[config.mk]
export PLATFORM = sky130hd
export DESIGN_NAME = rr_mux3_arbiter
export DESIGN_NICKNAME = d
export VERILOG_FILES = /design/src/rtl/rr_mux3_arbiter_pkg.sv /design/src/rtl/mux3.sv /design/src/rtl/rr_mux3_arbiter_pick3.sv /design/src/rtl/rr_mux3_arbiter.sv
export SDC_FILE = /design/constraint.sdc
export NUM_CORES = 1
export LEC_CHECK = 0
export ABC_AREA = 1
export CELL_PAD_IN_SITES_DETAIL_PLACEMENT = 0
export CELL_PAD_IN_SITES_GLOBAL_PLACEMENT = 2
export CORE_MARGIN = 2
export CORE_UTILIZATION = 20
export DETAILED_ROUTE_END_ITERATION = 10
export GPL_TIMING_DRIVEN = 0
export PLACE_DENSITY = 0.78
export SETUP_SLACK_MARGIN = 0.05
export SYNTH_ARGS = -nofsm -noshare
export SYNTH_HDL_FRONTEND = slang
export SYNTH_SLANG_ARGS = --single-unit
[constraint.sdc]
create_clock -name clk -period 1.76 [get_ports clk]
set_input_delay 0.528 -clock clk [delete_from_list [all_inputs] [get_ports clk]]
set_output_delay 0.528 -clock clk [all_outputs]
set_load 0.01 [all_outputs]
[src/rtl/rr_mux3_arbiter_pkg.sv]
// ---------------------------------------------------------------------------
// rr_mux3_arbiter_pkg : shared select codes and pointer type for rr_mux3_arbiter
// Revision: 1.0
// ---------------------------------------------------------------------------
`default_nettype none

package rr_mux3_arbiter_pkg;

  localparam logic [2:0] SEL_NONE = 3'b000;
  localparam logic [2:0] SEL_A0   = 3'b001;
  localparam logic [2:0] SEL_A1   = 3'b010;
  localparam logic [2:0] SEL_A2   = 3'b100;

  typedef enum logic [1:0] {
    P0 = 2'd0,
    P1 = 2'd1,
    P2 = 2'd2
  } ptr_t;

  function automatic ptr_t grant_to_ptr(input logic [2:0] g);
    if (g[0])      return P0;
    else if (g[1]) return P1;
    else           return P2;
  endfunction

endpackage

`default_nettype wire

[src/rtl/mux3.sv]
// ---------------------------------------------------------------------------
// Mux3 : K-bit three-way word mux driven by a one-hot select (zero when s=000)
// Revision: 1.0
// ---------------------------------------------------------------------------
`default_nettype none

module Mux3 #(
  parameter int K = 4
) (
  input  logic [K-1:0] a2,
  input  logic [K-1:0] a1,
  input  logic [K-1:0] a0,
  input  logic [2:0]   s,
  output logic [K-1:0] b
);

  assign b = ({K{s[0]}} & a0) | ({K{s[1]}} & a1) | ({K{s[2]}} & a2);

endmodule

`default_nettype wire

[src/rtl/rr_mux3_arbiter_pick3.sv]
// ---------------------------------------------------------------------------
// rr_pick3 : combinational round-robin pick, search starts after last_grant
// Revision: 1.0
// ---------------------------------------------------------------------------
`default_nettype none

module rr_pick3
  import rr_mux3_arbiter_pkg::*;
(
  input  logic [2:0] valid,
  input  ptr_t       last_grant,
  output logic [2:0] grant
);

  always_comb begin
    grant = SEL_NONE;
    case (last_grant)
      P0: begin
        if (valid[1])      grant = SEL_A1;
        else if (valid[2]) grant = SEL_A2;
        else if (valid[0]) grant = SEL_A0;
      end
      P1: begin
        if (valid[2])      grant = SEL_A2;
        else if (valid[0]) grant = SEL_A0;
        else if (valid[1]) grant = SEL_A1;
      end
      default: begin
        if (valid[0])      grant = SEL_A0;
        else if (valid[1]) grant = SEL_A1;
        else if (valid[2]) grant = SEL_A2;
      end
    endcase
  end

endmodule

`default_nettype wire

[src/rtl/rr_mux3_arbiter.sv]
// ---------------------------------------------------------------------------
// rr_mux3_arbiter : round-robin arbiter with one-entry registered output stage
// Revision: 1.0
// ---------------------------------------------------------------------------
`default_nettype none

module rr_mux3_arbiter
  import rr_mux3_arbiter_pkg::*;
#(
  parameter int K = 4
) (
  input  logic         clk,
  input  logic         reset,
  input  logic         a0_valid,
  input  logic [K-1:0] a0_data,
  output logic         a0_ready,
  input  logic         a1_valid,
  input  logic [K-1:0] a1_data,
  output logic         a1_ready,
  input  logic         a2_valid,
  input  logic [K-1:0] a2_data,
  output logic         a2_ready,
  output logic         out_valid,
  output logic [K-1:0] out_data,
  input  logic         out_ready,
  output logic [2:0]   sel
);

  ptr_t         last_grant;
  logic [2:0]   grant;
  logic [K-1:0] mux_word;
  logic         load_en;
  logic         transfer;

  rr_pick3 u_pick (
    .valid      ({a2_valid, a1_valid, a0_valid}),
    .last_grant (last_grant),
    .grant      (grant)
  );

  Mux3 #(.K(K)) u_mux (
    .a2 (a2_data),
    .a1 (a1_data),
    .a0 (a0_data),
    .s  (grant),
    .b  (mux_word)
  );

  assign load_en  = !out_valid || out_ready;
  assign transfer = load_en && (grant != SEL_NONE);

  // Readys are masked by reset so they drop the moment reset asserts.
  assign a0_ready = load_en && grant[0] && !reset;
  assign a1_ready = load_en && grant[1] && !reset;
  assign a2_ready = load_en && grant[2] && !reset;

  always_ff @(posedge clk or posedge reset) begin
    if (reset) begin
      out_valid  <= 1'b0;
      out_data   <= '0;
      sel        <= SEL_NONE;
      last_grant <= P2;
    end else if (transfer) begin
      out_valid  <= 1'b1;
      out_data   <= mux_word;
      sel        <= grant;
      last_grant <= grant_to_ptr(grant);
    end else if (out_valid && out_ready) begin
      out_valid  <= 1'b0;
      sel        <= SEL_NONE;
    end
  end

endmodule

`default_nettype wire

==> results.cfg <==
[worst_setup_path]
cp.required_ns = 1.23
start_kind = flip-flop
cp_max_fo = 3
r2r-start = last_grant[1]
endpoint = a2_ready
path_class = reg -> out
rr_worst_depth = 10
worstSetupStartpoint = last_grant[1]
r2r-end = sel[2]
endpoint_kind = primary output
worstPathArrival_ns = 1.42
rrSetupSlack_ns = 0.14

[logic_synthesis]
synth_nets = 93
synth.yosys.seq_area_share_pct = 43.23
ys_types = 16
yosys_register_bits = 10
yosysTopAreaCell = dfrtp_1
syn_area_um2 = 581.8
avgSynthCellArea_um2 = 7.757
yosysWarnings = 0
synthCells = 75
synthTopCellsByArea = dfrtp_1 (39%), nand2_1 (17%), nand3_1 (7.7%), nand4_1 (5.4%), dfstp_2 (4.5%)
synth_top_area_share_pct = 38.71

[sta]
finalSetupTns_ns = -0.5138
fmax_mhz = 513.1
clock_skew_ns = 0.01092
hold_viol = 0
finalWorstSetupSlack_ns = -0.1888
rsz0062_at_grt = yes
min_period_ns = 1.949
slew-limit-headroom_pct = 73.05
period_share_pct = 110.7
worst_pin_slew_ns = 0.4038
setup_viol = 3
report.final.slew_viol_count = 0

[power_and_ir_drop]
vdd_drop_max_mv = 0.6276
p_per_area_nw_per_um2 = 879.2
leakagePower_uw = 0.0005785

[final_layout]
num_antenna_cells = 0
drive_above_1_share_pct = 33.05
design_area_um2 = 1044
final_nets = 137
final_util_pct = 37.84
most-common-layout-cells = nand2_1 (24), clkdlybuf4s50_1 (14), buf_4 (10)
syn_to_final_growth_pct = 79.35
layout_commonest_cell = nand2_1

[grt]
met3_usage_pct = 4.018
grt_use_met2_pct = 19.81
use_met1_pct = 13.83
grtUsageTotal_pct = 11.44
grt-ovfl-total = 0
grt_start_max_net_pins = 11
top_usage_layer = met2
grt_first_pass_wirelength_mm = 2.918
grt_pass1_vias = 671
antenna_found_initial = 0

[die]
dieWidth_um = 57.94
io_pins = 29
rows = 19
chipHeight_um = 57.94
die_area_um2 = 3356
initial_core_util_pct = 21.10
coreArea_um2 = 2758

[clock_tree]
clk_latency_ns = 0.27
cts_tree = yes
h-tree-depth = 1
clk_pin_slew_worst_paths_ns = 0.08
ctsHoldBuffers = 0
cts_sinks = 10
clockBufferDepth = 2
ctsRootBufferMaster = clkbuf_4
cts_buffers = 3

[detailed_routing]
drc = 0
wl_per_cell_um = 11.77
ant_nets = 0
wl_mm = 1.754
drtIter0Drc = 11
vias = 669
detailedRoute.firstPassIterationCount = 4
vias_per_cell = 4.490

[placement]
dpl-instance-area_um2 = 890.9
gp_congestion = 0.7499
hpwlAfterDp_mm = 1.287
pre_cts_ws_ns = -0.9866
io_buffers = 27

[hold_path]
whs_path_depth = 2
hold_class = reg -> reg

[status]
violations = setup timing
status = finished, violations left

[job]
maxCapViolCount = 0
logic make-up after synthesis:
logic type,Yosys count,synth area share (%)
compound gates,6,7.097
buf+inv,9,7.095
flops,10,43.23
simple gates,50,42.58
area by class of cell:
cell class | count | area [um^2]
Fill cell | 299 | 1714
Timing Repair Buffer | 39 | 362.8
Multi-Input combinational cell | 56 | 306.5
Sequential cell | 10 | 251.5
Tap cell | 31 | 38.79
Clock buffer | 4 | 36.28
Inverter | 7 | 28.78
Buffer | 2 | 18.77
worst max-delay path, cell delays in order, from the launching register on:
cell and delay (ns):
dfstp_2 0.56, nor2_1 0.05, nand2_1 0.09, buf_6 0.11
nand4_1 0.11, nor2_1 0.10, buf_2 0.13
metal layers:
layer | vias to the layer above | share of wire, %
met4 | 0 | 0.46
met2 | 24 | 50
met1 | 308 | 42
met3 | 2 | 6.7
li1 | 335 | -
met5 | - | 0
synth_stat cells (all sizes together):
| library cell | count |
|---|---|
| a21oi | 1 |
| buf | 2 |
| dfrtp | 9 |
| dfstp | 1 |
| inv | 7 |
| nand2 | 28 |
| nand3 | 9 |
| nand3b | 1 |
| nand4 | 5 |
| nor2 | 7 |
| o21ai | 5 |
sequential cells by signal, summed over array words and instances (netlist names):
| signal | count |
|---|---|
| sel | 3 |
| out_valid | 1 |
| last_grant | 2 |
| out_data | 4 |
where the power goes:
group / total (uW) / switching (uW) / internal [uW]
Clock: 210 / 84.1 / 126
Sequential: 312 / 28.8 / 283
Combinational: 396 / 186 / 209
Total: 917 / 299 / 618
worst min path at each step:
stage                     start       endpoint
floorplan                 reset  last_grant[0]
finish              out_data[1]    out_data[1]
global route        out_data[1]    out_data[1]
global placement         sel[2]         sel[2]
detailed placement  out_data[3]    out_data[3]
CTS                 out_data[1]    out_data[1]
repair_timing:
action / CTS / global route
pin swaps: 5 / 2
gates resized for setup: 31 / 7
setup endpoints to repair: 5 / 10
buffers inserted: 14 / 2
per-stage QoR:
stage	power, uW	cells	hold WS (ns)
after global routing	986.3	149	0.5233
after floorplan	475.5	75	0.3675
after global placement	639.2	133	0.4613
final	917.5	149	0.4808
after detailed placement	642.3	133	0.4692
after CTS	936.0	150	0.4879
Note: power is estimated with default switching activity, not from simulation.
